### config.mk
export PLATFORM = sky130hd
export DESIGN_NAME = c3aibadapt_avmm_dcg_sched
export DESIGN_NICKNAME = d
export VERILOG_FILES = /design/src/rtl/c3aibadapt_avmm_dcg_pkg.sv /design/src/rtl/c3aibadapt_avmm_rr_arb.sv /design/src/rtl/c3aibadapt_avmm_dcg_sched.sv
export SDC_FILE = /design/constraint.sdc
export NUM_CORES = 1
export LEC_CHECK = 0
export CORE_MARGIN = 2
export CORE_UTILIZATION = 35
export CTS_BUF_LIST = sky130_fd_sc_hd__clkbuf_4 sky130_fd_sc_hd__clkbuf_8 sky130_fd_sc_hd__clkbuf_16
export CTS_CLUSTER_SIZE = 14
export DETAILED_ROUTE_END_ITERATION = 10
export GPL_ROUTABILITY_DRIVEN = 0
export HOLD_SLACK_MARGIN = 0.03
export PLACE_DENSITY = 0.67
export SYNTH_ARGS = -nofsm -noshare
export SYNTH_HDL_FRONTEND = slang
export SYNTH_HIERARCHICAL = 1
export SYNTH_SLANG_ARGS = --single-unit
### constraint.sdc
create_clock -name clk -period 6.8 [get_ports clk]
set_clock_uncertainty 0.15 [all_clocks]
set_input_delay 1.7 -clock clk [delete_from_list [all_inputs] [get_ports clk]]
set_output_delay 1.7 -clock clk [all_outputs]
set_load 0.05 [all_outputs]
### src/rtl/c3aibadapt_avmm_dcg_pkg.sv
// Shared encodings for the AVMM dynamic-clock-gating scheduler: FSM states,
// testbus field layout and the recommended wake/idle configuration values.
package c3aibadapt_avmm_dcg_pkg;

    localparam logic [2:0] ST_GATED     = 3'd0;
    localparam logic [2:0] ST_UNGATING  = 3'd1;
    localparam logic [2:0] ST_ACTIVE    = 3'd2;
    localparam logic [2:0] ST_IDLE_WAIT = 3'd3;
    localparam logic [2:0] ST_GATING    = 3'd4;

    localparam int TB_STATE_LSB  = 0;
    localparam int TB_DCG_EN_BIT = 3;
    localparam int TB_CNT_LSB    = 4;

    localparam logic [3:0] DEF_WAKE_CNT = 4'hF;
    localparam logic [7:0] DEF_IDLE_CNT = 8'h20;

    // The downstream gated clock is running in these states.
    function automatic logic clk_running(input logic [2:0] st);
        return (st == ST_UNGATING) || (st == ST_ACTIVE) || (st == ST_IDLE_WAIT);
    endfunction

endpackage

### src/rtl/c3aibadapt_avmm_rr_arb.sv
// Combinational round-robin pick: first asserted request at or after ptr+1,
// wrapping modulo NREQ. Pointer storage and grant hold live in the caller.
module c3aibadapt_avmm_rr_arb #(
    parameter int NREQ = 4,
    parameter int PW   = (NREQ > 1) ? $clog2(NREQ) : 1
) (
    input  logic [NREQ-1:0] req_i,
    input  logic [PW-1:0]   ptr_i,
    input  logic            en_i,
    output logic [NREQ-1:0] gnt_o,
    output logic [PW-1:0]   idx_o,
    output logic            valid_o
);

    always_comb begin
        logic [PW-1:0] cand;
        cand    = '0;
        gnt_o   = '0;
        idx_o   = '0;
        valid_o = 1'b0;
        if (en_i) begin
            // Walk from farthest to nearest so the nearest hit is the last write.
            for (int k = NREQ; k >= 1; k--) begin
                cand = PW'((int'(ptr_i) + k) % NREQ);
                if (req_i[cand]) begin
                    valid_o     = 1'b1;
                    idx_o       = cand;
                    gnt_o       = '0;
                    gnt_o[cand] = 1'b1;
                end
            end
        end
    end

endmodule

### src/rtl/c3aibadapt_avmm_dcg_sched.sv
// AVMM requester arbiter plus DCG ungate/gate sequencer: wakes the gated clock
// before granting and gates it again after a programmable idle period.
module c3aibadapt_avmm_dcg_sched
    import c3aibadapt_avmm_dcg_pkg::*;
#(
    parameter int NREQ = 4,
    parameter int IW   = 8
) (
    input  logic            clk,
    input  logic            rst_n,
    input  logic            r_dcg_en_i,
    input  logic [3:0]      r_wake_cnt_i,
    input  logic [IW-1:0]   r_idle_cnt_i,
    input  logic [NREQ-1:0] req_i,
    output logic [NREQ-1:0] gnt_o,
    output logic            dcg_ungate_o,
    output logic            dcg_gate_o,
    output logic            clk_active_o,
    output logic [7:0]      dcg_sched_testbus_o
);

    localparam int PW = (NREQ > 1) ? $clog2(NREQ) : 1;
    localparam int CW = (IW > 4) ? IW : 4;

    logic [2:0]      state_q, state_d;
    logic [CW-1:0]   cnt_q, cnt_d;
    logic [NREQ-1:0] gnt_q, gnt_d;
    logic [PW-1:0]   ptr_q, ptr_d;
    logic            ungate_q, ungate_d;
    logic            gate_q, gate_d;

    logic            any_req;
    logic            owner_req;
    logic            arb_en;
    logic            arb_valid;
    logic [NREQ-1:0] arb_gnt;
    logic [PW-1:0]   arb_idx;

    assign any_req   = |req_i;
    assign owner_req = |(gnt_q & req_i);
    assign arb_en    = (state_q == ST_ACTIVE) && (gnt_q == '0);

    c3aibadapt_avmm_rr_arb #(
        .NREQ (NREQ),
        .PW   (PW)
    ) u_rr_arb (
        .req_i   (req_i),
        .ptr_i   (ptr_q),
        .en_i    (arb_en),
        .gnt_o   (arb_gnt),
        .idx_o   (arb_idx),
        .valid_o (arb_valid)
    );

    always_comb begin
        state_d  = state_q;
        cnt_d    = cnt_q;
        gnt_d    = gnt_q;
        ptr_d    = ptr_q;
        ungate_d = 1'b0;
        gate_d   = 1'b0;
        case (state_q)
            ST_GATED: begin
                if (any_req) begin
                    if (r_dcg_en_i) begin
                        state_d  = ST_UNGATING;
                        cnt_d    = CW'(r_wake_cnt_i);
                        ungate_d = 1'b1;
                    end else begin
                        state_d = ST_ACTIVE;
                    end
                end
            end
            ST_UNGATING: begin
                if (!r_dcg_en_i) begin
                    state_d = any_req ? ST_ACTIVE : ST_GATED;
                end else if (cnt_q == '0) begin
                    state_d = ST_ACTIVE;
                end else begin
                    cnt_d = cnt_q - 1'b1;
                end
            end
            ST_ACTIVE: begin
                // Releasing a grant never re-arbitrates in the same cycle, leaving a bubble.
                if (gnt_q != '0) begin
                    if (!owner_req) begin
                        gnt_d = '0;
                        if (!any_req) begin
                            if (r_dcg_en_i) begin
                                state_d = ST_IDLE_WAIT;
                                cnt_d   = CW'(r_idle_cnt_i);
                            end else begin
                                state_d = ST_GATED;
                            end
                        end
                    end
                end else if (arb_valid) begin
                    gnt_d = arb_gnt;
                    ptr_d = arb_idx;
                end else if (r_dcg_en_i) begin
                    state_d = ST_IDLE_WAIT;
                    cnt_d   = CW'(r_idle_cnt_i);
                end else begin
                    state_d = ST_GATED;
                end
            end
            ST_IDLE_WAIT: begin
                if (!r_dcg_en_i) begin
                    state_d = any_req ? ST_ACTIVE : ST_GATED;
                end else if (any_req) begin
                    state_d = ST_ACTIVE;
                end else if (cnt_q == '0) begin
                    state_d = ST_GATING;
                    gate_d  = 1'b1;
                end else begin
                    cnt_d = cnt_q - 1'b1;
                end
            end
            ST_GATING: begin
                state_d = ST_GATED;
            end
            default: begin
                state_d = ST_GATED;
            end
        endcase
    end

    always_ff @(posedge clk or negedge rst_n) begin
        if (!rst_n) begin
            state_q  <= ST_GATED;
            cnt_q    <= '0;
            gnt_q    <= '0;
            ptr_q    <= '0;
            ungate_q <= 1'b0;
            gate_q   <= 1'b0;
        end else begin
            state_q  <= state_d;
            cnt_q    <= cnt_d;
            gnt_q    <= gnt_d;
            ptr_q    <= ptr_d;
            ungate_q <= ungate_d;
            gate_q   <= gate_d;
        end
    end

    assign gnt_o        = gnt_q;
    assign dcg_ungate_o = ungate_q;
    assign dcg_gate_o   = gate_q;
    assign clk_active_o = clk_running(state_q);

    always_comb begin
        dcg_sched_testbus_o                        = '0;
        dcg_sched_testbus_o[TB_STATE_LSB +: 3]     = state_q;
        dcg_sched_testbus_o[TB_DCG_EN_BIT]         = r_dcg_en_i;
        dcg_sched_testbus_o[TB_CNT_LSB +: 4]       = cnt_q[3:0];
    end

endmodule

### Yosys cells after proc, flatten, opt, wreduce, memory -nomap -nowiden

Index checks and enable logic that the tools add are counted.

| cells by class | value |
|---|---|
| add/sub/neg operators | 5 |
| magnitude comparators | 8 |
| equal/unequal tests | 14 |
| multiplexer cells | 67 |
| bitwise operators | 2 |
| reductions and logical operators | 19 |

Operators with widths:

| kind | count |
|---|---|
| $mux W8 | 11 |
| $mux W4 | 8 |
| $pmux W8 S4 | 1 |
| $mux W3 | 10 |
| $mux W1 | 20 |
| $mux W2 | 8 |
| $lt A2 B3 Y1 const B | 4 |
| $ne A2 B2 Y1 const B | 6 |
| $pmux W3 S4 | 1 |
| $ne A3 B3 Y1 const B | 3 |
| $reduce_and A9 Y1 | 1 |
| $bmux W1 S2 | 4 |
| $demux W1 S2 | 4 |
| $ge A2 B1 Y1 const B | 4 |
| $logic_not A8 Y1 | 1 |
| $reduce_bool A4 Y1 | 2 |
| $reduce_or A4 Y1 | 2 |
| $sub A8 B1 Y8 const B | 1 |
| $eq A3 B2 Y1 const B | 2 |
| $reduce_and A3 Y1 | 2 |
| $reduce_and A6 Y1 | 1 |
| $logic_and A1 B1 Y1 | 5 |
| $add A2 B1 Y2 const B | 2 |
| $add A2 B2 Y2 const B | 2 |
| 9 further kinds | 10 |

| word-level totals | value |
|---|---|
| flip-flop bits (word level) | 19 |
| input bits | 19 |
| output and inout port bits | 15 |
| logic and storage cells | 121 |

### Longest topological paths before layout

| depth | value |
|---|---|
| depth after elaboration | 12 |
| mapped depth | 10 |
| depth with buffers taken out | 8 |

### By module

Netlist, hierarchy kept.

Modules (own cells, without submodules):

| module | times used | cells an instance | area an instance (um^2) | seq. area each (um^2) |
|---|---|---|---|---|
| c3aibadapt_avmm_dcg_sched | 1 | 129 | 1248.7 | 475.5 |
| c3aibadapt_avmm_rr_arb | 1 | 67 | 575.6 | 0.0 |

### Least setup slack after synthesis

No wires, ideal clock.

| timing | value |
|---|---|
| path kind | in2out |
| from | input r_dcg_en_i |
| to | output dcg_sched_testbus_o[3] |
| arrival | 1.870 ns |
| data required time | 4.950 ns |
| slack | 3.080 ns |
| stages on the path | 1 |
| buffers on the path | 1 |
| path through | buf_4 |

RTL lines:

| element | line | source |
|---|---|---|
| start: declaration | c3aibadapt_avmm_dcg_sched.sv:11 | `input logic r_dcg_en_i,` |
| end: declaration | c3aibadapt_avmm_dcg_sched.sv:19 | `output logic [7:0] dcg_sched_testbus_o` |

No word-level cell between the ends.

### Worst setup path after layout

| timing | value |
|---|---|
| from | input r_dcg_en_i |
| to | output dcg_sched_testbus_o[3] |

No word-level cell between the ends.

==> results.json <==
{
  "synth-async-reset-ratio_pct": 100.0,
  "syn_area_per_cell_um2": 9.307,
  "postRouteAntennaNets": 0,
  "final_util_pct": 42.80,
  "hp-start": "cnt_q[5]$_DFFE_PN0P_",
  "synthCells": 196,
  "cts_resized": 0,
  "start_util_pct": 35.95,
  "finalHoldViolCount": 0,
  "synth_seq_area_share_pct": 26.06,
  "drc_errors": 0,
  "cts-root-buf": "clkbuf_8",
  "insertion_delay_ns": 0.25,
  "rows": 26,
  "crit_family": "buffers and inverters",
  "slew_headroom_pct": 43.75,
  "port-buffer-count": 33,
  "grt_overflow": 0,
  "max_stage_delay_ns": 0.84,
  "clockBufferDepth": 2,
  "cts_sinks": 19,
  "nFillCells": 520,
  "diodes": 0,
  "grt_usage_pct": 13.77,
  "die_w_um": 76.20,
  "start_kind": "input port",
  "grt_pass1_vias": 1443,
  "cp_common_cell": "clkdlybuf4s50_1",
  "area_growth_syn_to_layout_pct": 19.07,
  "synth_nets": 223,
  "coreArea_mm2": 0.005075,
  "synth_enable_flop_cells": 0,
  "achievable-frequency_mhz": 201.2,
  "synth-seq-cells": 19,
  "critPathLaunch": "r_dcg_en_i",
  "final_nets": 244,
  "yosys.area_share.adder_pct": 5.487,
  "fin_tns_setup_ns": 0,
  "firstDrtPassIters": 4,
  "grt_pass1_wl_um": 6699,
  "fin_crit_sh_pct": 73.09,
  "setup_viol": 0,
  "initialDrtViolationCount": 58,
  "crit_buf_inv": 2,
  "critical_path_class": "in -> out",
  "cts_hold_buf": 0,
  "synthesis.area_mm2": 0.001824,
  "cts_tree": "done",
  "min_path_type": "reg -> reg",
  "dp_hpwl_um": 2804,
  "ir_drop_uv": 148.1,
  "num_vias": 1485,
  "yosys.area_share.simple_pct": 20.92,
  "io_pins": 34,
  "totalWireLength_um": 3717,
  "power_density_mw_per_mm2": 455.3,
  "synth_compound_area_share_pct": 19.27,
  "tightest_slew_ns": 0.8412,
  "synth-xor-area-share_pct": 2.401,
  "path_clk_slew_ns": 0.06,
  "status": "finished clean",
  "r2r-start": "gnt_o[1]$_DFFE_PN0P_",
  "synth_top_family_by_area": "simple AND/OR/NAND/NOR gates",
  "die_area_mm2": 0.005806,
  "grt_max_degree": 21,
  "drive_gt1_share_pct": 13.43,
  "required_ns": 4.95,
  "critical_path.slowest_cell": "clkdlybuf4s50_1",
  "max_cap_violations": 0,
  "cts_setup_buffers": 0,
  "wl_per_cell_um": 13.00,
  "path_cells": "clkdlybuf4s50_1, clkdlybuf4s50_1",
  "antenna_found_initial": 0,
  "setup.worst_path.end_class": "output pin",
  "fin_crit_ns": 4.970,
  "crit_fanout": 6,
  "synth_flop_cell": "dfrtp_1",
  "drv_slew": 0,
  "yosysUniqueCellTypes": 52,
  "rsz0062_at_grt": "no",
  "ctsHtreeMaxLevel": 1,
  "vias_per_cell": 5.192,
  "synthMuxAreaShare_pct": 16.87,
  "yosys_warnings": 6,
  "die_h_um": 76.20,
  "leakage_nw": 0.8970,
  "worstPathArrival_ns": 3.12,
  "cts_inserted_buffers": 3
}
-- state kept, by name, indices dropped and copies added, names as in the netlist --
name,count
dcg_gate_o,1
state_q,3
ptr_q,2
cnt_q,8
dcg_ungate_o,1
gnt_o,4
-- worst reg2reg max path, stage by stage (launching register included) --
cell and delay, ns:
dfrtp_1 0.44, nor4_4 0.51, and3_1 0.40, o41a_1 0.25, nor2_1 0.05, mux2_4 0.28
a211oi_2 0.24, a211o_1 0.42, mux2_4 0.34
-- per-stage QoR --
| stage | cell area [um^2] | hold WS, ns | total power [W] | worst slack (ns) | cells |
|---|---|---|---|---|---|
| 3_5_place_dp | 2123 | 0.3972 | 0.0009132 | 1.833 | 282 |
| 4_1_cts | 2172 | 0.4242 | 0.0009961 | 1.824 | 286 |
| 5_1_grt | 2172 | 0.4445 | 0.001079 | 1.780 | 286 |
| 2_1_floorplan | 1824 | 0.3668 | 0.0007958 | 3.080 | 196 |
| 3_3_place_gp | 2123 | 0.4047 | 0.0009088 | 1.857 | 282 |
| 6_report | 2172 | 0.4260 | 0.0009889 | 1.830 | 286 |
-- report_power, final --
group	internal [W]	switching, W	total (W)
Clock	0.0000456	0.0000353	0.0000809
Combinational	0.000310	0.000352	0.000662
Sequential	0.000155	0.0000905	0.000246
Total	0.000511	0.000478	0.000989
-- layout make-up --
cell class	count	area, um^2	share of cell area [%]
repair buffers	33	330.3	15.21
inverters	12	45.04	2.074
multi-input cells	148	1185	54.55
well taps	70	87.58	4.032
clock buffers	4	48.80	2.247
flip-flops and latches	19	475.5	21.89
-- worst paths after layout --
kind	to	slack, ns	cells past startpoint
worst max register to register	cnt_q[6]$_DFFE_PN0P_	3.62	8
min in group asynchronous	cnt_q[3]$_DFFE_PN0P_	1.78	1
worst min register to register	cnt_q[5]$_DFFE_PN0P_	0.43	1
worst max-delay path	dcg_sched_testbus_o[3]	1.83	2
worst min-delay path	cnt_q[5]$_DFFE_PN0P_	0.43	1
max in group asynchronous	gnt_o[2]$_DFFE_PN0P_	4.20	1
-- cell families after synthesis --
group	after synthesis
simple gates	65
compound gates	48
buf+inv	29
mux	22
flops	19
fa+ha+maj	8
xor+xnor	5
-- cells in the mapped netlist (2+ instances only) --
| master | instances | area (um^2) |
|---|---|---|
| mux2_4 | 6 | 90.09 |
| and3_1 | 4 | 25.02 |
| o221a_1 | 2 | 22.52 |
| nor3b_1 | 4 | 30.03 |
| nor2b_1 | 2 | 12.51 |
| o211a_1 | 3 | 30.03 |
| o31ai_1 | 2 | 15.01 |
| nand2_1 | 20 | 75.07 |
| xor2_1 | 2 | 17.52 |
| nor4_1 | 3 | 18.77 |
| nand2b_1 | 3 | 18.77 |
| nor2_1 | 14 | 52.55 |
| nand2b_4 | 2 | 27.53 |
| and2_1 | 2 | 12.51 |
| inv_1 | 12 | 45.04 |
| ha_1 | 8 | 100.1 |
| buf_4 | 6 | 45.04 |
| a22oi_1 | 2 | 15.01 |
| a31oi_1 | 2 | 12.51 |
| clkbuf_1 | 4 | 15.01 |
| o21ai_0 | 10 | 50.05 |
| dfrtp_1 | 19 | 475.5 |
| o22ai_1 | 6 | 37.54 |
| buf_2 | 2 | 10.01 |
| nor4_4 | 2 | 42.54 |
| mux4_2 | 4 | 90.09 |
| buf_6 | 4 | 45.04 |
| or4_1 | 2 | 15.01 |
| a21oi_1 | 5 | 25.02 |
| mux2i_1 | 6 | 60.06 |
| nand3_1 | 2 | 10.01 |
| o221ai_1 | 4 | 35.03 |
| xnor2_1 | 3 | 26.28 |
| mux2_2 | 6 | 67.56 |
-- routing by layer --
metal / global-route usage, % / wire length (um) / vias up
li1: - / - / 758
met1: 18.85 / 1858 / 704
met2: 22.95 / 1738 / 19
met3: 2.488 / 88 / 4
met4: 2.727 / 32 / 0
met5: 0 / 0 / -
-- layout by cell type, fill, tap and decap left out, types with 3 or more instances in the layout --
cell type | netlist | routed
and3_1 | 4 | 4
o211a_1 | 3 | 3
xnor2_1 | 3 | 3
a21oi_1 | 5 | 5
o21ai_0 | 10 | 10
nor4_1 | 3 | 3
o221ai_1 | 4 | 4
ha_1 | 8 | 8
inv_1 | 12 | 12
nand2_1 | 20 | 20
o22ai_1 | 6 | 6
nor2_1 | 14 | 14
clkdlybuf4s50_1 | 0 | 33
mux2_2 | 6 | 6
mux2i_1 | 6 | 6
nor3b_1 | 4 | 4
mux2_4 | 6 | 6
clkbuf_8 | 0 | 3
nand2b_1 | 3 | 3
dfrtp_1 | 19 | 19
mux4_2 | 4 | 4
Power figures use the tool's default switching activity.
